[src/rtl/gatorga_pkg.sv]
// Shared screen constants and types for the gatorga sprite blocks.
package gatorga_pkg;
    localparam int H_ACTIVE = 640;
    localparam int V_ACTIVE = 480;

    typedef logic [0:2][7:0]     rgb_t;    // [0]=R, [1]=G, [2]=B
    typedef logic signed [11:0]  coord_t;
    typedef logic signed [12:0]  coord13_t;

    typedef enum logic [1:0] {IDLE, FLY, COOLDOWN} bullet_state_e;

    function automatic coord13_t ext13(input coord_t c);
        return {c[11], c};
    endfunction
endpackage

[src/rtl/btn_sync_edge.sv]
// Two-flop synchroniser for an asynchronous button plus a rising-edge pulse.
module btn_sync_edge (
    input  logic clk,
    input  logic rst,
    input  logic btn,
    output logic rise
);
    logic sync1_q, sync2_q, prev_q;
    logic sync1_d, sync2_d, prev_d;

    always_comb begin
        sync1_d = btn;
        sync2_d = sync1_q;
        prev_d  = sync2_q;
    end

    always_ff @(posedge clk or posedge rst) begin
        if (rst) begin
            sync1_q <= 1'b0;
            sync2_q <= 1'b0;
            prev_q  <= 1'b0;
        end else begin
            sync1_q <= sync1_d;
            sync2_q <= sync2_d;
            prev_q  <= prev_d;
        end
    end

    assign rise = sync2_q & ~prev_q;
endmodule

[src/rtl/player_bullet.sv]
// Player bullet: launch on fire at frame start, climb once per frame, retire
// on hit or top of screen, then hold off relaunch for a frame cooldown.
module player_bullet
    import gatorga_pkg::*;
#(
    parameter int BULLET_W        = 2,
    parameter int BULLET_H        = 8,
    parameter int SPEED           = 6,
    parameter int SHIP_Y          = 440,
    parameter int SHIP_XOFF       = 7,
    parameter int TOP_Y           = 0,
    parameter int COOLDOWN_FRAMES = 8
) (
    input  logic   pixel_clk,
    input  logic   rst,
    input  logic   fsync,
    input  coord_t hpos,
    input  coord_t vpos,
    input  coord_t ship_x,
    input  logic   fire_btn,
    input  logic   alien_hit,
    output coord_t bullet_x,
    output coord_t bullet_y,
    output logic   bullet_active,
    output rgb_t   pixel,
    output logic   active
);
    localparam int CD_W = (COOLDOWN_FRAMES < 2) ? 1 : $clog2(COOLDOWN_FRAMES + 1);
    localparam logic [CD_W-1:0] CD_INIT = CD_W'(COOLDOWN_FRAMES);
    localparam coord13_t W13     = coord13_t'(BULLET_W);
    localparam coord13_t H13     = coord13_t'(BULLET_H);
    localparam coord13_t SPEED13 = coord13_t'(SPEED);
    localparam coord13_t XOFF13  = coord13_t'(SHIP_XOFF);
    localparam coord13_t TOP13   = coord13_t'(TOP_Y);
    localparam coord13_t SPAWN13 = coord13_t'(SHIP_Y) - coord13_t'(BULLET_H);
    localparam rgb_t     BULLET_RGB = {8'hFF, 8'hFF, 8'h00};

    bullet_state_e   state_q, state_d;
    logic            fire_pend_q, fire_pend_d;
    logic [CD_W-1:0] cd_q, cd_d;
    coord_t          bx_q, bx_d, by_q, by_d;
    logic            bact_q, bact_d;
    logic            act_q, act_d;
    rgb_t            pix_q, pix_d;

    logic     fire_rise;
    coord13_t ny, launch_x;
    coord13_t hx, vy, bx13, by13;
    logic     hit;

    btn_sync_edge u_fire (
        .clk  (pixel_clk),
        .rst  (rst),
        .btn  (fire_btn),
        .rise (fire_rise)
    );

    always_comb begin
        state_d     = state_q;
        fire_pend_d = fire_pend_q;
        cd_d        = cd_q;
        bx_d        = bx_q;
        by_d        = by_q;
        bact_d      = bact_q;
        ny          = ext13(by_q) - SPEED13;
        launch_x    = ext13(ship_x) + XOFF13;

        unique case (state_q)
            IDLE: begin
                // An edge coinciding with fsync only latches; launch waits a frame.
                fire_pend_d = fire_pend_q | fire_rise;
                if (fsync && fire_pend_q) begin
                    bx_d        = coord_t'(launch_x);
                    by_d        = coord_t'(SPAWN13);
                    bact_d      = 1'b1;
                    fire_pend_d = 1'b0;
                    state_d     = FLY;
                end
            end
            FLY: begin
                fire_pend_d = 1'b0;
                if (alien_hit) begin
                    bact_d  = 1'b0;
                    cd_d    = CD_INIT;
                    state_d = COOLDOWN;
                end else if (fsync) begin
                    if (ny < TOP13) begin
                        bact_d  = 1'b0;
                        cd_d    = CD_INIT;
                        state_d = COOLDOWN;
                    end else begin
                        by_d = coord_t'(ny);
                    end
                end
            end
            COOLDOWN: begin
                fire_pend_d = 1'b0;
                if (fsync) begin
                    if (cd_q <= CD_W'(1)) begin
                        cd_d    = '0;
                        state_d = IDLE;
                    end else begin
                        cd_d = cd_q - CD_W'(1);
                    end
                end
            end
            default: state_d = IDLE;
        endcase
    end

    always_comb begin
        hx    = ext13(hpos);
        vy    = ext13(vpos);
        bx13  = ext13(bx_q);
        by13  = ext13(by_q);
        hit   = bact_q && (hx >= bx13) && (hx < bx13 + W13)
                       && (vy >= by13) && (vy < by13 + H13);
        act_d = hit;
        pix_d = hit ? BULLET_RGB : '0;
    end

    always_ff @(posedge pixel_clk or posedge rst) begin
        if (rst) begin
            state_q     <= IDLE;
            fire_pend_q <= 1'b0;
            cd_q        <= '0;
            bx_q        <= '0;
            by_q        <= '0;
            bact_q      <= 1'b0;
            act_q       <= 1'b0;
            pix_q       <= '0;
        end else begin
            state_q     <= state_d;
            fire_pend_q <= fire_pend_d;
            cd_q        <= cd_d;
            bx_q        <= bx_d;
            by_q        <= by_d;
            bact_q      <= bact_d;
            act_q       <= act_d;
            pix_q       <= pix_d;
        end
    end

    assign bullet_x      = bx_q;
    assign bullet_y      = by_q;
    assign bullet_active = bact_q;
    assign pixel         = pix_q;
    assign active        = act_q;
endmodule
[config.mk]
export PLATFORM = sky130hd
export DESIGN_NAME = player_bullet
export DESIGN_NICKNAME = d
export VERILOG_FILES = /design/src/rtl/gatorga_pkg.sv /design/src/rtl/btn_sync_edge.sv /design/src/rtl/player_bullet.sv
export SDC_FILE = /design/constraint.sdc
export NUM_CORES = 1
export LEC_CHECK = 0
export CAP_MARGIN = 40
export CORE_MARGIN = 1.5
export CORE_UTILIZATION = 55
export CTS_CLUSTER_SIZE = 25
export DETAILED_ROUTE_END_ITERATION = 10
export DONT_BUFFER_PORTS = 1
export PLACE_DENSITY = 0.78
export SYNTH_ARGS = -nofsm -noshare
export SYNTH_HDL_FRONTEND = slang
export SYNTH_SLANG_ARGS = --single-unit
[constraint.sdc]
create_clock -name pixel_clk -period 3.1 [get_ports pixel_clk]
set_clock_uncertainty 0.1 [all_clocks]
set_input_delay 0.62 -clock pixel_clk [delete_from_list [all_inputs] [get_ports pixel_clk]]
set_output_delay 0.62 -clock pixel_clk [all_outputs]
set_load 0.01 [all_outputs]
# == Yosys cells after proc, flatten, opt, wreduce, memory -nomap -nowiden ==
# Index checks and enable logic that the tools add are counted.
# word_totals
regBits,60
romBits,0
n_memories,0
output_inout_bits,50
latchBits,0
ramBits,0
word_cells,78
# classes
magnitude_cmp,6
mul,0
n_addsub,5
eq_ne,10
div,0
n_mux,26
bitwise,3
shifts,0
n_reduce_logical,15
# op_table
cell,n
$mux W12,4
$lt A12 B13 Y1,2
$ge A12 B12 Y1,2
$mux W24,1
$pmux W12 S2,1
$mux W4,5
$add A12 B3 Y13 const B,1
$add A12 B5 Y13 const B,1
$lt A13 B1 Y1 const B,1
$sub A12 B4 Y13 const B,1
$add A12 B4 Y12 const B,1
$mux W2,6
$ne A2 B2 Y1 const B,6
$reduce_and A5 Y1,2
$pmux W4 S2,1
$reduce_and A4 Y1,2
$ne A3 B3 Y1 const B,2
$pmux W2 S3,1
$reduce_bool A2 Y1,3
$logic_and A1 B1 Y1,5
$mux W1,5
$le A4 B1 Y1 const B,1
$pmux W1 S2,2
$sub A4 B1 Y4 const B,1
8 further kinds,8

# == Longest topological paths before layout ==
# Gate-level depths: netlist of run 1.
# depth
ltp_word,6
ltp_mapped,11
ltp_nobuf,11

# == Cells and area by module ==
# Synthesis of run 1 repeated with hierarchy kept, for this count alone.
# unflattened
hier_cells,398
area_unflattened_um2,3384.5
# by_module_without_submodules
mod,area_per_inst_um2,n_inst,cells_per_inst
player_bullet,3291.9,1,393
btn_sync_edge,92.6,1,5

# == Worst setup path after synthesis of run 1 ==
# No wires, ideal clock.
# synth_path
kind,reg-to-reg
from,register bx_q[3] (netlist: bullet_x[3])
to,register pix_q (netlist bit pixel[22])
setup_time_ns,0.111
n_path_buf,0
period_less_slack_ns,2.771
path_stages_with_launch,12
t_arrival_ns,2.560
path_slack_ns,0.329
cell_sequence,dfrtp_1 and3_1 and3_1 nand3_1 nor3_1 xnor2_1 ha_1 nand2_1 a2111oi_0 o21ai_0 a21o_1 a2111oi_2
# synth_via
elab_chain_cells,6
word_cells_on_any_way,8
classes_between,1 x add/sub; 2 x order compare; 1 x mux; 4 x reduce/logical
# synth_rtl
item,line,rtl
"start, declared",player_bullet.sv:41,"coord_t bx_q, bx_d, by_q, by_d;"
"start signal, assigned",player_bullet.sv:127,bx_q <= '0;
"start signal, assigned",player_bullet.sv:136,bx_q <= bx_d;
$add A12 B3 Y13 / $ge A12 B12 Y1 (equally long branches),player_bullet.sv:116,hit = bact_q && (hx >= bx13) && (hx < bx13 + W13)
$lt A12 B13 Y1 / $logic_and A1 B1 Y1 (equally long branches),player_bullet.sv:116,
$logic_and A1 B1 Y1 *,player_bullet.sv:116,
$logic_and A1 B1 Y1 * (2 in series),player_bullet.sv:117,&& (vy >= by13) && (vy < by13 + H13);
net act_d,player_bullet.sv:43,"logic act_q, act_d;"
$mux W24 *,player_bullet.sv:119,pix_d = hit ? BULLET_RGB : '0;
"end signal, assigned",player_bullet.sv:140,pix_q <= pix_d;
"end, declared",player_bullet.sv:44,"rgb_t pix_q, pix_d;"
# The timed path passes the listed nets; every way through them passes the cells marked *.
# A chain may end at the register's enable or synchronous reset.

# == Worst setup path in the final report of run 1 ==
# Ends and elaborated chain as after synthesis.

==> metrics.json, run 1 <==
{
  "cts_hold_repair.buffers": {"value": 0},
  "clock_period_minus_worst_slack": {"value": 2.840, "unit": "ns"},
  "overflow": {"value": 0},
  "avgSynthCellArea": {"value": 8.533, "unit": "um^2"},
  "synthesis_stage_register_bit_count": {"value": 35},
  "postSynthCellCount": {"value": 400},
  "outcome": {"value": "finished clean"},
  "io_pins": {"value": 91},
  "drt-wirelength-per-cell": {"value": 15.07, "unit": "um"},
  "fp.coreArea": {"value": 5956, "unit": "um^2"},
  "place.port_buffers": {"value": 0},
  "cp_num_cells": {"value": 11},
  "yosys.area.top_type_share": {"value": 0.2566},
  "final_antenna_net_count": {"value": 0},
  "power_density": {"value": 853.7, "unit": "nW/um^2"},
  "yosys.area.top_type": {"value": "sky130_fd_sc_hd__dfrtp_1"},
  "grt_max_degree": {"value": 25},
  "path_common_cell": {"value": "sky130_fd_sc_hd__and3_1"},
  "crit_slowest_cell": {"value": "sky130_fd_sc_hd__dfrtp_1"},
  "synth_top_family_by_area": {"value": "adder cells"},
  "yosysMostFrequentCell": {"value": "sky130_fd_sc_hd__ha_1"},
  "synth_edf_count": {"value": 0},
  "critPathTopFamily": {"value": "compound AO/OA/AOI/OAI gates"},
  "insertion_delay": {"value": 0.28, "unit": "ns"},
  "cp-end-kind": {"value": "flip-flop"},
  "finalWeightedCongestion": {"value": 0.8980},
  "grt_pass1_wl": {"value": 11170, "unit": "um"},
  "required": {"value": 3.18, "unit": "ns"},
  "design.die.area": {"value": 6687, "unit": "um^2"},
  "final_layout_size_suffix_gt1_frac": {"value": 0.08673},
  "final_net_count": {"value": 488},
  "initial_utilization": {"value": 0.5731},
  "synth_top_cells_by_count": {"value": "56 x sky130_fd_sc_hd__ha_1, 43 x sky130_fd_sc_hd__inv_1, 40 x sky130_fd_sc_hd__nand2_1"},
  "areaGrowthSynthToFinish": {"value": 2.126, "unit": "%"},
  "hold_class": {"value": "in -> async"},
  "antenna_found_initial": {"value": 0},
  "tritoncts_clock_tree": {"value": "yes"},
  "cts_buffers": {"value": 5},
  "cp_cell_sequence": {"value": "and3_1, and3_1, nand3_1, nor3_1, xnor2_1, ha_1, nand2_1, a2111oi_1, o21ai_1, a21o_1, a2111oi_2"},
  "first_iter_violations": {"value": 102},
  "first_pass_iters": {"value": 4},
  "transition_at_the_pin_with_the_smallest_max_transition_slack": {"value": 0.8126, "unit": "ns"},
  "worst_path_bufs_invs": {"value": 0},
  "maxSlewViolCount": {"value": 0},
  "post_synth_and_or_nand_nor_area_fraction": {"value": 0.1771},
  "cap_violations": {"value": 0},
  "detailed_place_hpwl": {"value": 5807, "unit": "um"},
  "cts_setup_buffers": {"value": 0},
  "max_clock_freq": {"value": 352.1, "unit": "MHz"},
  "finish.utilization": {"value": 0.5853},
  "clock_path_buffers": {"value": 2},
  "post_synth_mux_area_share": {"value": 0.006232},
  "clkTransAtPathRegs": {"value": 0.07, "unit": "ns"},
  "final-hold-violation-count": {"value": 0},
  "timing.reg2reg.worst_path_depth": {"value": 11},
  "critical_path.startpoint_type": {"value": "flip-flop"},
  "critical_path_type": {"value": "reg -> reg"},
  "synth_xor_xnor_area_share": {"value": 0.06415},
  "gr-usage-all-layers": {"value": 0.2158},
  "final.setup.tns": {"value": 0, "unit": "ns"},
  "synth-main-ff-cell": {"value": "sky130_fd_sc_hd__dfrtp_1"},
  "crit_arrival": {"value": 2.92, "unit": "ns"},
  "critical_path.max_fanout": {"value": 3},
  "grt_setup_unrepaired": {"value": "false"},
  "pre_cts_slack": {"value": 0.1406, "unit": "ns"},
  "async_flop_share": {"value": 1.000},
  "drc_viols": {"value": 0},
  "post_synthesis_instance_area": {"value": 3413, "unit": "um^2"},
  "timing.final.ws_setup": {"value": 0.2602, "unit": "ns"},
  "die_h": {"value": 81.78, "unit": "um"},
  "drt_wl_total": {"value": 7040, "unit": "um"},
  "cp_slowest_stage_delay": {"value": 0.34, "unit": "ns"},
  "antenna_cells": {"value": 0},
  "synth.top_cells.by_area": {"value": "sky130_fd_sc_hd__dfrtp_1 26%, sky130_fd_sc_hd__ha_1 21%, sky130_fd_sc_hd__buf_4 6.2%"},
  "placement_rows": {"value": 28},
  "ctsRootBufferMaster": {"value": "sky130_fd_sc_hd__clkbuf_8"},
  "yosys_warnings": {"value": 0},
  "synth_compound_area_frac": {"value": 0.1701},
  "fin_crit_sh": {"value": 0.9161},
  "synth_cell_type_count": {"value": 53},
  "post_synth_fa_ha_maj_area_fraction": {"value": 0.2053},
  "grt_pass1_vias": {"value": 2541},
  "seq_area_frac_synth": {"value": 0.2566},
  "largest_voltage_drop_on_the_vdd_net": {"value": 0.4747, "unit": "mV"},
  "max_slew_margin": {"value": 0.4598},
  "tritoncts_num_sinks": {"value": 35},
  "htreeDepth": {"value": 2},
  "chipWidth": {"value": 81.78, "unit": "um"},
  "via_count": {"value": 2703},
  "finalSetupViolCount": {"value": 0},
  "p_leak": {"value": 1.598, "unit": "nW"},
  "vias_per_cell": {"value": 5.788}
}
## where the power goes
group / internal [W] / leakage, nW / total [W] / switching [W]
Sequential: 0.000635 / 0.431 / 0.000915 / 0.000280
Clock: 0.000241 / 0.0524 / 0.000399 / 0.000158
Combinational: 0.000710 / 1.11 / 0.00166 / 0.000952
## final cells by class
| class | count | area [um^2] |
|---|---|---|
| tap | 75 | 93.84 |
| multi-input combinational | 295 | 2163 |
| clock buffer | 7 | 76.32 |
| clock inverter | 1 | 30.03 |
| fill | 547 | 2470 |
| timing repair buffer | 11 | 82.58 |
| inverter | 43 | 161.4 |
| sequential | 35 | 878.3 |
## state kept, by name, indices dropped and copies added (netlist names)
name	count
bullet_active	1
bullet_x	12
bullet_y	11
cd_q	4
fire_pend_q	1
pixel	1
state_q	2
u_fire.prev_d	1
u_fire.prev_q	1
u_fire.sync1_q	1
## per-stage QoR
stage	instance area [um^2]	hold slack [ns]	total power, W	instances
2_1_floorplan	3443	0.2312	0.002230	408
4_1_cts	3481	0.1451	0.002983	467
5_1_grt	3486	0.1656	0.003286	467
3_3_place_gp	3374	0.2343	0.002481	459
3_5_place_dp	3374	0.2420	0.002573	459
6_report	3486	0.1386	0.002976	467
## routing by layer
layer | share of wire | GRT usage
met4 | 0.0065 | 0.04915
met2 | 0.49 | 0.3844
met1 | 0.43 | 0.2536
met5 | 0 | 0
met3 | 0.069 | 0.06444
## path summary, 6_finish.rpt
check,from,end,slack [ns]
min reg2reg,u_fire.sync1_q$_DFF_PP0_,u_fire.prev_d$_DFF_PP0_,0.25
max,bullet_x[3]$_DFFE_PP0P_,pixel[22]$_DFF_PP0_,0.26
max reg2reg,bullet_x[3]$_DFFE_PP0P_,pixel[22]$_DFF_PP0_,0.26
min,rst,bullet_x[11]$_DFFE_PP0P_,0.14
max in group asynchronous,rst,u_fire.sync1_q$_DFF_PP0_,2.07
min in group pixel_clk,u_fire.sync1_q$_DFF_PP0_,u_fire.prev_d$_DFF_PP0_,0.25
## cell families (layout without fill, tap and decap cells)
| group | Yosys count | in the layout |
|---|---|---|
| flops | 35 | 35 |
| mux | 2 | 2 |
| compound gates | 82 | 82 |
| buf+inv | 78 | 62 |
| fa+ha+maj | 56 | 56 |
| simple gates | 121 | 121 |
| xor+xnor | 25 | 25 |
| other cells | 1 | 9 |
## cell usage in the layout, fill, tap and decap left out, types with 5 or more instances in the layout
cell	Yosys	final
sky130_fd_sc_hd__a21oi_1	17	17
sky130_fd_sc_hd__and3_1	7	7
sky130_fd_sc_hd__buf_4	28	11
sky130_fd_sc_hd__clkbuf_8	0	5
sky130_fd_sc_hd__conb_1	1	9
sky130_fd_sc_hd__dfrtp_1	35	33
sky130_fd_sc_hd__ha_1	56	55
sky130_fd_sc_hd__inv_1	43	43
sky130_fd_sc_hd__nand2_1	40	40
sky130_fd_sc_hd__nand2b_1	6	6
sky130_fd_sc_hd__nand3_1	17	17
sky130_fd_sc_hd__nand4_1	9	9
sky130_fd_sc_hd__nor2_1	18	18
sky130_fd_sc_hd__nor3_1	7	7
sky130_fd_sc_hd__o21ai_0	24	23
sky130_fd_sc_hd__xnor2_1	17	17
sky130_fd_sc_hd__xor2_1	8	8
## timing repair
item,in CTS,in global routing
endpoints found under the hold margin,0,0
endpoints found under the setup margin,0,1
resized for setup,0,4
Note: power is estimated with default switching activity, not from simulation.
==> run 2: changes to the inputs <==
CORE_MARGIN = 2   (was 1.5)
==> metrics.json, run 2 (synthesized netlist as in run 1, its figures left out) <==
{
  "outcome": {"value": "finished clean"},
  "areaGrowthSynthToFinish": {"value": 2.200, "unit": "%"},
  "ctsRootBufferMaster": {"value": "sky130_fd_sc_hd__clkbuf_8"},
  "clock_path_buffers": {"value": 2},
  "place.detailed.instances": {"value": 459},
  "first_pass_iters": {"value": 4},
  "pre_cts_slack": {"value": 0.1372, "unit": "ns"},
  "chipWidth": {"value": 82.78, "unit": "um"},
  "critical_path.startpoint_type": {"value": "flip-flop"},
  "initial_utilization": {"value": 0.5731},
  "cp-end-kind": {"value": "flip-flop"},
  "antenna_cells": {"value": 0},
  "cap_violations": {"value": 0},
  "tritoncts_clock_tree": {"value": "yes"},
  "drt-wirelength-per-cell": {"value": 15.00, "unit": "um"},
  "drc_viols": {"value": 0},
  "largest_register_ff_count": {"value": 12},
  "critical_path.max_fanout": {"value": 3},
  "maxSlewViolCount": {"value": 0},
  "antenna_found_initial": {"value": 0},
  "design.die.area": {"value": 6852, "unit": "um^2"},
  "final_antenna_net_count": {"value": 0},
  "gr-usage-all-layers": {"value": 0.2073},
  "place.port_buffers": {"value": 0},
  "vias_per_cell": {"value": 5.790},
  "io_pins": {"value": 91},
  "tritoncts_num_sinks": {"value": 35},
  "clkTransAtPathRegs": {"value": 0.08, "unit": "ns"},
  "drt_wl_total": {"value": 7004, "unit": "um"},
  "grt_pass1_wl": {"value": 11020, "unit": "um"},
  "final-hold-violation-count": {"value": 0},
  "fillCellCount": {"value": 524},
  "overflow": {"value": 0},
  "finalSetupViolCount": {"value": 0},
  "hold_class": {"value": "in -> async"},
  "grt_setup_unrepaired": {"value": "false"},
  "power_density": {"value": 843.4, "unit": "nW/um^2"},
  "first_iter_violations": {"value": 141},
  "final.setup.tns": {"value": 0, "unit": "ns"},
  "transition_at_the_pin_with_the_smallest_max_transition_slack": {"value": 0.8122, "unit": "ns"},
  "clock_period_minus_worst_slack": {"value": 2.831, "unit": "ns"},
  "via_count": {"value": 2704},
  "fin_crit_sh": {"value": 0.9131},
  "cts_buffers": {"value": 5},
  "total_power_consumption": {"value": 0.002942, "unit": "W"},
  "largest_voltage_drop_on_the_vdd_net": {"value": 0.5198, "unit": "mV"},
  "critical_path_type": {"value": "reg -> reg"},
  "final_net_count": {"value": 488},
  "grt_pass1_vias": {"value": 2573},
  "layout_commonest_cell": {"value": "sky130_fd_sc_hd__ha_1"},
  "required": {"value": 3.18, "unit": "ns"},
  "detailed_place_hpwl": {"value": 5779, "unit": "um"},
  "max_clock_freq": {"value": 353.3, "unit": "MHz"},
  "final_layout_size_suffix_gt1_frac": {"value": 0.09439},
  "crit_arrival": {"value": 2.91, "unit": "ns"},
  "timing.final.ws_setup": {"value": 0.2694, "unit": "ns"},
  "p_leak": {"value": 1.596, "unit": "nW"},
  "placement_rows": {"value": 28},
  "fp.coreArea": {"value": 5956, "unit": "um^2"},
  "htreeDepth": {"value": 2},
  "most_frequent_cells_in_the_layout": {"value": "55 x sky130_fd_sc_hd__ha_1, 43 x sky130_fd_sc_hd__inv_1, 40 x sky130_fd_sc_hd__nand2_1"},
  "grt_max_degree": {"value": 36},
  "insertion_delay": {"value": 0.29, "unit": "ns"},
  "max_slew_margin": {"value": 0.4601},
  "die_h": {"value": 82.78, "unit": "um"},
  "post_layout_nonfiller_instances": {"value": 467},
  "finalWeightedCongestion": {"value": 0.8430}
}
run 2: cell types whose count changed in the layout (fill, tap and decap cells not counted):
cell                         previous run  this run
sky130_fd_sc_hd__clkinvlp_4             0         1
sky130_fd_sc_hd__nor3_1                 7         6
sky130_fd_sc_hd__nor3_2                 3         4
sky130_fd_sc_hd__clkbuf_8               5         7
sky130_fd_sc_hd__clkbuf_1               2         0
sky130_fd_sc_hd__bufinv_16              1         0
run 2: what timing repair did:
action,4_1_cts,5_1_grt
gates resized for setup,0,5
hold buffers,0,0
endpoints found under the setup margin,0,1
buffers inserted,0,0
run 2: area by class of cell:
type	instances	area, um^2	area share
clock inverters	1	7.507	0.002152
clock buffers	7	96.34	0.02762
flip-flops and latches	35	878.3	0.2518
repair buffers	11	82.58	0.02367
multi-input cells	295	2168	0.6216
well taps	75	93.84	0.02690
inverters	43	161.4	0.04627
run 2: layer usage:
metal,part of all wire,vias up,wire length (um),global-route usage
met5,0,-,0,0
met4,0.0074,0,52,0.04262
met3,0.072,7,505,0.04762
met2,0.50,65,3508,0.3782
met1,0.42,1276,2938,0.2490
li1,-,1356,-,-
run 2: stage by stage:
step                hold WS (ns)  utilization  instance area [um^2]
floorplan                 0.2312            -                  3443
global placement          0.2337       0.5666                  3374
detailed placement        0.2403       0.5666                  3374
CTS                       0.2318       0.5840                  3478
global route              0.2461       0.5857                  3488
finish                    0.2067       0.5857                  3488
run 2: path summary, 6_finish.rpt:
kind | end | depth (start not counted) | from | slack, ns
max | pixel[22]$_DFF_PP0_ | 11 | bullet_x[3]$_DFFE_PP0P_ | 0.27
max reg2reg | pixel[22]$_DFF_PP0_ | 11 | bullet_x[3]$_DFFE_PP0P_ | 0.27
min reg2reg | u_fire.prev_d$_DFF_PP0_ | 0 | u_fire.sync1_q$_DFF_PP0_ | 0.25
min in group pixel_clk | u_fire.prev_d$_DFF_PP0_ | 0 | u_fire.sync1_q$_DFF_PP0_ | 0.25
max in group asynchronous | pixel[22]$_DFF_PP0_ | 2 | rst | 2.36
min | bullet_x[0]$_DFFE_PP0P_ | 2 | rst | 0.21
run 2: power by group:
group	switching, W	internal, W	total (W)	leakage, nW
Clock	0.000168	0.000202	0.000370	0.0505
Sequential	0.000278	0.000635	0.000912	0.431
Combinational	0.000949	0.000711	0.00166	1.11
Total	0.00139	0.00155	0.00294	1.60
run 2: critical path, cell delays in order (launching register included):
cell	delay [ns]
sky130_fd_sc_hd__dfrtp_1	0.35
sky130_fd_sc_hd__and3_1	0.20
sky130_fd_sc_hd__and3_1	0.21
sky130_fd_sc_hd__nand3_1	0.18
sky130_fd_sc_hd__nor3_2	0.18
sky130_fd_sc_hd__xnor2_1	0.09
sky130_fd_sc_hd__ha_1	0.30
sky130_fd_sc_hd__nand2_1	0.07
sky130_fd_sc_hd__a2111oi_1	0.32
sky130_fd_sc_hd__o21ai_1	0.17
sky130_fd_sc_hd__a21o_1	0.21
sky130_fd_sc_hd__a2111oi_2	0.34
==> run 3: changes to the inputs <==
CORE_UTILIZATION = 40   (was 55)
PLACE_DENSITY = 0.62   (was 0.78)
==> metrics.json, run 3 (synthesized netlist as in run 1, its figures left out) <==
{
  "drc_viols": {"value": 0},
  "multi_input_gate_area_in_the_final_layout": {"value": 2160, "unit": "um^2"},
  "critical_path.startpoint_type": {"value": "flip-flop"},
  "crit_path_start": {"value": "bullet_x[5]$_DFFE_PP0P_"},
  "final_net_count": {"value": 493},
  "grt_pass1_wl": {"value": 11700, "unit": "um"},
  "drt-wirelength-per-cell": {"value": 14.62, "unit": "um"},
  "htreeDepth": {"value": 2},
  "grtUsageMet3": {"value": 0.03413},
  "clock_period_minus_worst_slack": {"value": 2.827, "unit": "ns"},
  "required": {"value": 3.18, "unit": "ns"},
  "outcome": {"value": "finished clean"},
  "finalSetupViolCount": {"value": 0},
  "tritoncts_clock_tree": {"value": "yes"},
  "first_pass_iters": {"value": 4},
  "largest_voltage_drop_on_the_vdd_net": {"value": 0.3871, "unit": "mV"},
  "gr-max-usage-layer": {"value": "met2"},
  "transition_at_the_pin_with_the_smallest_max_transition_slack": {"value": 0.8259, "unit": "ns"},
  "via_count": {"value": 2691},
  "clock_path_buffers": {"value": 2},
  "fillCellCount": {"value": 818},
  "critPathTopFamily": {"value": "compound AO/OA/AOI/OAI gates"},
  "ctsRootBufferMaster": {"value": "sky130_fd_sc_hd__clkbuf_8"},
  "placement_rows": {"value": 33},
  "critical_path_type": {"value": "reg -> reg"},
  "die_h": {"value": 96.38, "unit": "um"},
  "chipWidth": {"value": 96.38, "unit": "um"},
  "p_leak": {"value": 1.637, "unit": "nW"},
  "power_density": {"value": 841.6, "unit": "nW/um^2"},
  "gr-usage-met2": {"value": 0.2708},
  "cp-end-kind": {"value": "flip-flop"},
  "largest_register_ff_count": {"value": 12},
  "cp_cell_sequence": {"value": "and3_1, and3_1, nand3_1, nor3_1, xnor2_1, ha_1, nand2_1, a2111oi_0, o21ai_1, a21o_1, a2111oi_2"},
  "overflow": {"value": 0},
  "detailed_place_hpwl": {"value": 6134, "unit": "um"},
  "hold_class": {"value": "reg -> reg"},
  "path_common_cell": {"value": "sky130_fd_sc_hd__and3_1"},
  "grt_max_degree": {"value": 25},
  "io_pins": {"value": 91},
  "final-hold-violation-count": {"value": 0},
  "gr-usage-all-layers": {"value": 0.1618},
  "cap_violations": {"value": 0},
  "total_power_consumption": {"value": 0.003017, "unit": "W"},
  "areaGrowthSynthToFinish": {"value": 5.022, "unit": "%"},
  "insertion_delay": {"value": 0.29, "unit": "ns"},
  "maxSlewViolCount": {"value": 0},
  "max_clock_freq": {"value": 353.7, "unit": "MHz"},
  "drt_wl_total": {"value": 7339, "unit": "um"},
  "cts_buffers": {"value": 5},
  "grt_setup_unrepaired": {"value": "false"},
  "crit_slowest_cell": {"value": "sky130_fd_sc_hd__dfrtp_1"},
  "worst_path_bufs_invs": {"value": 0},
  "clkTransAtPathRegs": {"value": 0.08, "unit": "ns"},
  "initial_utilization": {"value": 0.4133},
  "most_frequent_cells_in_the_layout": {"value": "56 x sky130_fd_sc_hd__ha_1, 43 x sky130_fd_sc_hd__inv_1, 40 x sky130_fd_sc_hd__nand2_1"},
  "layout_commonest_cell": {"value": "sky130_fd_sc_hd__ha_1"},
  "grt_pass1_vias": {"value": 2547},
  "fp.coreArea": {"value": 8258, "unit": "um^2"},
  "crit_arrival": {"value": 2.91, "unit": "ns"},
  "regToRegStartpoint": {"value": "bullet_x[5]$_DFFE_PP0P_"},
  "first_iter_violations": {"value": 59},
  "antenna_found_initial": {"value": 0},
  "critical_path.max_fanout": {"value": 3},
  "final_antenna_net_count": {"value": 0},
  "vias_per_cell": {"value": 5.361},
  "cp_slowest_stage_delay": {"value": 0.35, "unit": "ns"},
  "hold_path_startpoint": {"value": "u_fire.sync1_q$_DFF_PP0_"},
  "fin_crit_sh": {"value": 0.9119},
  "final.setup.tns": {"value": 0, "unit": "ns"},
  "design.die.area": {"value": 9288, "unit": "um^2"},
  "place.port_buffers": {"value": 0},
  "tritoncts_num_sinks": {"value": 35},
  "final-seq-area": {"value": 877.1, "unit": "um^2"},
  "met1_usage": {"value": 0.2078},
  "antenna_cells": {"value": 0},
  "finalWeightedCongestion": {"value": 0.8239},
  "final_layout_size_suffix_gt1_frac": {"value": 0.09572},
  "max_slew_margin": {"value": 0.4510}
}
[run 3: changes by cell type in the layout (fill, tap and decap cells not counted), sizes merged]
cell	delta
clkinvlp	-1
clkinv	+2
bufinv	+1
dlygate4sd3	+1
clkbuf	-2
buf	+4
[run 3: report_power, final]
part           switching, W  total, W  internal (W)
clock              0.000175  0.000414      0.000239
sequential         0.000262  0.000895      0.000633
combinational      0.000977   0.00171      0.000730
[run 3: final cells by class]
type,instances,area share
tap,105,0.03665
inverter,43,0.04503
multi-input combinational,295,0.6024
timing repair buffer,16,0.03979
sequential,35,0.2447
clock buffer,5,0.01920
clock inverter,3,0.01222
[run 3: metrics by stage]
stage	cells	cell area [um^2]	utilization	worst slack, ns	hold slack [ns]
after floorplan	408	3443	-	0.3289	0.2312
after global placement	492	3435	0.4159	0.2871	0.2386
after detailed placement	493	3462	0.4192	0.2068	0.2418
after CTS	502	3585	0.4341	0.2177	0.2447
after global routing	502	3585	0.4341	0.04621	0.2368
final	502	3585	0.4341	0.2730	0.2558
[run 3: worst register-to-register path: stages, from the launching register on]
cell	delay, ns
sky130_fd_sc_hd__dfrtp_1	0.35
sky130_fd_sc_hd__and3_1	0.20
sky130_fd_sc_hd__and3_1	0.21
sky130_fd_sc_hd__nand3_1	0.16
sky130_fd_sc_hd__nor3_1	0.21
sky130_fd_sc_hd__xnor2_1	0.09
sky130_fd_sc_hd__ha_1	0.31
sky130_fd_sc_hd__nand2_1	0.06
sky130_fd_sc_hd__a2111oi_0	0.32
sky130_fd_sc_hd__o21ai_1	0.17
sky130_fd_sc_hd__a21o_1	0.21
sky130_fd_sc_hd__a2111oi_2	0.33
[run 3: metal layers]
layer  part of all wire  wire length (um)  up-vias
li1                   -                 -     1368
met1               0.45              3266     1256
met2               0.48              3511       57
met3              0.061               449       10
met4              0.015               111        0
met5                  0                 0        -
[run 3: what timing repair did]
action / CTS / global route
hold endpoints to repair: 1 / 0
setup buffers: 0 / 0
hold buffers: 1 / 0
endpoints found under the setup margin: 0 / 1
resized for setup: 0 / 1
[run 3: worst paths after layout]
path | to | slack, ns | cells after the start
max in group asynchronous | bullet_y[2]$_DFFE_PP0P_ | 1.71 | 4
min | u_fire.prev_d$_DFF_PP0_ | 0.26 | 0
min reg2reg | u_fire.prev_d$_DFF_PP0_ | 0.26 | 0
max | pixel[22]$_DFF_PP0_ | 0.27 | 11
max reg2reg | pixel[22]$_DFF_PP0_ | 0.27 | 11
min in group asynchronous | bullet_x[0]$_DFFE_PP0P_ | 0.57 | 2
==> patch 1 (config.mk and constraints of run 2) <==
Encoding of `bullet_state_e`: now one-hot (3 bits for 3 states).
--- a/src/rtl/gatorga_pkg.sv
+++ b/src/rtl/gatorga_pkg.sv
@@ -9,3 +9,3 @@
 
-    typedef enum logic [1:0] {IDLE, FLY, COOLDOWN} bullet_state_e;
+    typedef enum logic [2:0] {IDLE = 3'b001, FLY = 3'b010, COOLDOWN = 3'b100} bullet_state_e;
 
Function: no difference found for any inputs over 10 cycles, from zero or initial values and one cycle with rst high; not proved beyond that.
==> patch 1 against run 2 <==
  * Sequential power down 0.8%
  * Total power down 15%
  * Die area down 1.9%
  * Sequential cell count up 1
  * Count of clock-buffer cells in the layout down 2
  * Wire length down 5.4%
  * Setup slack better by 50 ps
  * Fmax up 1.8%
  * Cell area down 2.1%
  * Synthesized cell count down 1.5%
  * Area after synthesis down 2.0%
  * Global-route usage up 0.11 points
  * Critical endpoint unchanged
==> patch 1: results (changes against run 2) <==
- The flip-flop count of the largest register, all copies and words added is 12 (unchanged).
- The DRC violation total after the first TritonRoute iteration is 83 (-41%).
- The arrival time at the worst endpoint is 2900 ps (about the same).
- The clock-pin slew on the worst setup and hold paths was 80 ps (about the same).
- The worst-path maximum fanout is 4 (+1).
- Yosys attributes the largest share of cell area to dfrtp_1 (26%), ha_1 (19%), xnor2_1 (6.3%), buf_4 (5.6%), o21ai_0 (4.8%).
- In this run the clock root is driven by a clkbuf_8.
- The number of global-route vias before repair is 2362 (-8.2%).
- The half-perimeter wire length after placement is 5.58 mm (-3.4%).
- The static leakage power is 1.54 nW (-3.7%).
- The number of search-and-repair iterations in the first detailed-routing pass is 4 (unchanged).
- The met2 capacity usage during global routing is 33.7% (-4.1 points).
- The flow ran to the end, and the final reports show no timing, DRC or antenna violations.
- The number of buffers created by CTS is 5 (unchanged).
- After synthesis, the most frequently instantiated cells are ha_1 (52), inv_1 (38), nand2_1 (37), dfrtp_1 (35), o21ai_0 (32).
- The number of distinct library cell variants in the gate-level netlist after synthesis came to 55 (+3.8%).
- The placer congestion estimate was 0.885 (+5.0%).
- The H-tree level count came to 2 (unchanged).
- The largest net degree at the start of global routing is 21 (-42%).
- The number of buffers inserted to repair setup after CTS is 0 (unchanged).
- The async set-reset flop share out of synthesis was 100% (unchanged).
- The slew of the pin with the lowest slew margin is 832 ps (+19.3 ps).
- The number of antenna cells inserted is 0 (unchanged).
- The initial antenna violation count is 0 (unchanged).
- The fraction of met3 tracks used by global routing is 5.82% (+1.1 points).
- The number of cells upsized or downsized after cts is 0 (unchanged).
- The share of the yosys chip area belonging to registers is 27.0% (+1.3 points).
- The clock latency at the later pin of the worst-skew pair came to 290 ps (about the same).
- The max-capacitance violation count is 0 (unchanged).
- The wire length of the first global-routing pass is 11.0 mm (-0.38%).
- In the synthesized netlist the dominant register cell turns out to be dfrtp_1.
- The min-delay analysis places its worst path in the category in -> async.
- The maximum VDD drop came to 492 µV (-5.3%).
- The number of buffer cells added on primary ports came to 0 (unchanged).
- The routing usage on met1 was 27.3% (+2.4 points).
- The total wirelength of the detailed-routed design is 6.62 mm (-5.4%).
- The final net count is 475 (-2.7%).
- The cell at the slowest stage of the critical path is a2111oi_0.
- The number of buffers on the longest clock path is 2 (unchanged).
- The overall track demand over capacity in global routing is 20.8% (+0.11 points).
- The number of synthesis warnings was 0 (unchanged).
- The total number of vias is 2602 (-3.8%).
- The worst stage delay on the critical path is 390 ps (+40 ps).
- The fraction of layout cells with a size suffix above 1 is 7.05% (-2.4 points).
[patch 1: changes by cell type after synthesis, moves of 4 or more]
cell	run 2	this run
o21ai_0	24	32
xnor2_1	17	24
or3_1	1	7
inv_1	43	38
ha_1	56	52
o31ai_1	4	0
[patch 1: kinds of logic (layout without fill, tap and decap cells)]
| kind of cell | count (synthesis) | count (layout) | share of synthesized area [%] |
|---|---|---|---|
| AOI/OAI and AO/OA | 86 | 86 | 17.0 |
| xor gates and xnor gates | 29 | 29 | 7.59 |
| adders and majority gates | 52 | 52 | 19.5 |
| buffers and inverters | 72 | 53 | 11.4 |
| DFF | 36 | 36 | 27.0 |
| other | 1 | 9 | 0.112 |
| and+or+nand+nor | 118 | 118 | 17.5 |
[patch 1: report_power, final]
group / internal [mW] / switching (mW)
sequential: 0.623 / 0.282
combinational: 0.515 / 0.662
clock: 0.238 / 0.171
[patch 1: path summary, 6_finish.rpt]
| path | depth (start not counted) | end | from | slack (ps) |
|---|---|---|---|---|
| setup / recovery | 12 | pixel[22]$_DFF_PP0_ | bullet_y[6]$_DFFE_PP0P_ | 320 |
| hold / removal | 2 | bullet_active$_DFFE_PP0P_ | rst | 230 |
| setup reg to reg | 12 | pixel[22]$_DFF_PP0_ | bullet_y[6]$_DFFE_PP0P_ | 320 |
| hold reg to reg | 0 | u_fire.prev_d$_DFF_PP0_ | u_fire.sync1_q$_DFF_PP0_ | 250 |
| max in group asynchronous | 2 | state_q[0]$_DFFE_PP1P_ | rst | 2350 |
| min in group pixel_clk | 0 | u_fire.prev_d$_DFF_PP0_ | u_fire.sync1_q$_DFF_PP0_ | 250 |
[patch 1: per-layer routing]
layer | wire, µm | up-vias
met5 | 0 | -
met4 | 111 | 0
met3 | 429 | 10
met2 | 3100 | 70
met1 | 2990 | 1187
li1 | - | 1335
[patch 1: critical path, delay by kind of cell (launching register included)]
kind | cells | cell delay [ps]
AND/OR/NAND/NOR | 5 | 940
flip-flops | 1 | 350
buffers and inverters | 1 | 90
AO/OA/AOI/OAI | 4 | 790
XOR/XNOR | 1 | 150
adder cells (fa/ha/maj) | 1 | 290
[patch 1: final cells by class]
cell class                      instances  area, µm²
Clock inverter                          3       42.5
Tap cell                               75       93.8
Sequential cell                        36        903
Multi-Input combinational cell        294       2090
Fill cell                             540       2470
Clock buffer                            5       68.8
Inverter                               38        143
Timing Repair Buffer                    7       72.6
[patch 1: metrics by stage]
step	worst slack [ps]	area [µm²]	util (%)	total power, mW	cells
2_1_floorplan	460	3370	-	1.87	402
3_3_place_gp	409	3280	55.7	2.03	449
3_5_place_dp	328	3300	56.1	2.10	450
4_1_cts	296	3420	58.0	2.51	458
5_1_grt	34.8	3420	58.0	2.76	458
6_report	319	3420	58.0	2.49	458
==> patch 2 (settings of run 2) <==
Without the edit above. `COOLDOWN_FRAMES`: 8 -> 16.
--- a/src/rtl/player_bullet.sv
+++ b/src/rtl/player_bullet.sv
@@ -11,3 +11,3 @@
     parameter int TOP_Y           = 0,
-    parameter int COOLDOWN_FRAMES = 8
+    parameter int COOLDOWN_FRAMES = 16
 ) (
Function: no difference found for any inputs over 10 cycles, from zero or initial values and one cycle with rst high; that may be too few to reach the edited logic, so the function may still have changed.
==> patch 2 against run 2 <==
  * Total power rose by 7.8%
  * Critical path depth is the same
  * Wire length grew 6.5%
  * Cell area up 4.6%
  * Sequential cell count is 1 higher
  * Final cell count up 2.6%
  * Worst hold slack worse by 110 ps
  * Area after synthesis grew 4.1%
  * Setup slack worse by 37 ps
  * Critical endpoint unchanged
  * Highest routed layer unchanged
==> patch 2: results (changes against run 2) <==
- After synthesis, the most frequently instantiated cells are ha_1 (56), inv_1 (41), dfrtp_1 (36), nand2_1 (33), xnor2_1 (29).
- The largest net degree at the start of global routing was 28 (-22%).
- The post-synthesis mux area share is 1.34% (+0.71 points).
- The number of global-route vias before repair is 2733 (+6.2%).
- The met3 wire length is 408 µm (-19%).
- The fraction of met3 tracks used by global routing is 5.41% (+0.65 points).
- The total number of vias is 2777 (+2.7%).
- The maximum VDD drop is 388 µV (-25%).
- The routed length on met1 is 3.33 mm (+13%).
- The wire length of the first global-routing pass was 12.6 mm (+15%).
- The overall track demand over capacity in global routing is 21.5% (+0.74 points).
- The number of distinct library cell variants in the gate-level netlist after synthesis is 58 (+9.4%).
- The worst setup slack after placement is 208 ps (+71.1 ps).
- The fraction of layout cells with a size suffix above 1 is 9.45% (+0.014 points).
- The final net count is 498 (+2.0%).
- The reg-to-reg setup timing slack is 230 ps (-40 ps).
- The max-capacitance violation count was 0 (unchanged).
- The worst stage delay on the critical path is 430 ps (+80 ps).
- The met2 wirelength from detailed routing came to 3.56 mm (+1.3%).
- The share of the synthesized netlist area taken by xor and xnor gates is 8.13% (+1.7 points).
- The number of buffer cells added on primary ports was 0 (unchanged).
- The half-perimeter wire length after placement is 6.14 mm (+6.2%).
- Sorting the synthesized cells by area gives the leading types as dfrtp_1 (25%), ha_1 (20%), xnor2_1 (7.1%), buf_4 (5.3%), inv_1 (4.3%).
- The adder-cell share of the synthesized area was 19.7% (-0.81 points).
- The slew of the pin with the lowest slew margin was 838 ps (+25.7 ps).
- The number of buffers on the longest clock path was 2 (unchanged).
- The arrival time at the worst endpoint is 2950 ps (+40 ps).
- The flow ran to the end, and the final reports show no timing, DRC or antenna violations.
- The share of the yosys chip area belonging to registers is 25.4% (-0.31 points).
- The count of fill cells added during filler insertion was 547 (+4.4%).
- The kind of cell with the highest combined delay on the critical path is simple AND/OR/NAND/NOR gates.
- The internal power consumption is 1.64 mW (+6.1%).
- The worst register-to-register path ends at pixel[22]$_DFF_PP0_.
- The DRC violation total after the first TritonRoute iteration is 75 (-47%).
- The length in cells of the worst reg-to-reg path is 11 (unchanged).
- The initial antenna violation count is 0 (unchanged).
- The total wirelength of the detailed-routed design came to 7.46 mm (+6.5%).
- The met2 capacity usage during global routing is 36.9% (-0.88 points).
- The beginning of the critical path is bullet_x[5]$_DFFE_PP0P_.
- The static leakage power is 1.67 nW (+4.4%).
- The worst-path maximum fanout is 4 (+1).
[patch 2: cell count changes after synthesis, sizes merged, moves of 4 or more]
cell   before  now
xnor2      17   29
and3        7    3
nor3       10    6
o21ai      25   29
xor2        8    4
nand2      40   33
[patch 2: timing repair]
action,CTS,global route
gates resized for setup,0,2
setup endpoints to repair,0,1
hold endpoints to repair,0,0
[patch 2: worst reg2reg max path, delay by kind of cell (launching register included)]
kind | cells | cell delay [ps]
DFF | 1 | 430
AOI/OAI and AO/OA | 4 | 900
adders and majority gates | 1 | 260
xor gates and xnor gates | 1 | 140
and+or+nand+nor | 5 | 930
[patch 2: power by group through the flow]
stage	clock network (mW)	logic [mW]	registers (mW)
2_1_floorplan	0	1.49	0.958
3_5_place_dp	0	1.80	1.01
4_1_cts	0.345	1.82	1.00
5_1_grt	0.373	2.08	1.04
6_report	0.337	1.83	0.999
3_3_place_gp	0	1.71	1.00
[patch 2: final cells by class]
class,instances,area share (%)
inverters,41,4.22
repair buffers,14,3.09
clock buffers,8,2.47
flip-flops and latches,36,24.7
multi-input cells,303,62.8
well taps,77,2.64
[patch 2: worst max-delay path by stage]
stage                                endpoint  slack [ps]  depth (start not counted)
after floorplan           pixel[22]$_DFF_PP0_         390                         11
after global placement    pixel[22]$_DFF_PP0_         250                         11
after detailed placement  pixel[22]$_DFF_PP0_         210                         11
after CTS                 pixel[22]$_DFF_PP0_         180                         11
after global routing      pixel[22]$_DFF_PP0_          10                         11
final                     pixel[22]$_DFF_PP0_         230                         11
[patch 2: metrics by stage]
stage	power [mW]	hold WS [ps]	cells	cell area [µm²]
after CTS	3.16	109	479	3640
after global routing	3.49	130	479	3650
after detailed placement	2.81	237	471	3550
final	3.17	98.9	479	3650
after floorplan	2.45	231	413	3580
after global placement	2.71	232	470	3530
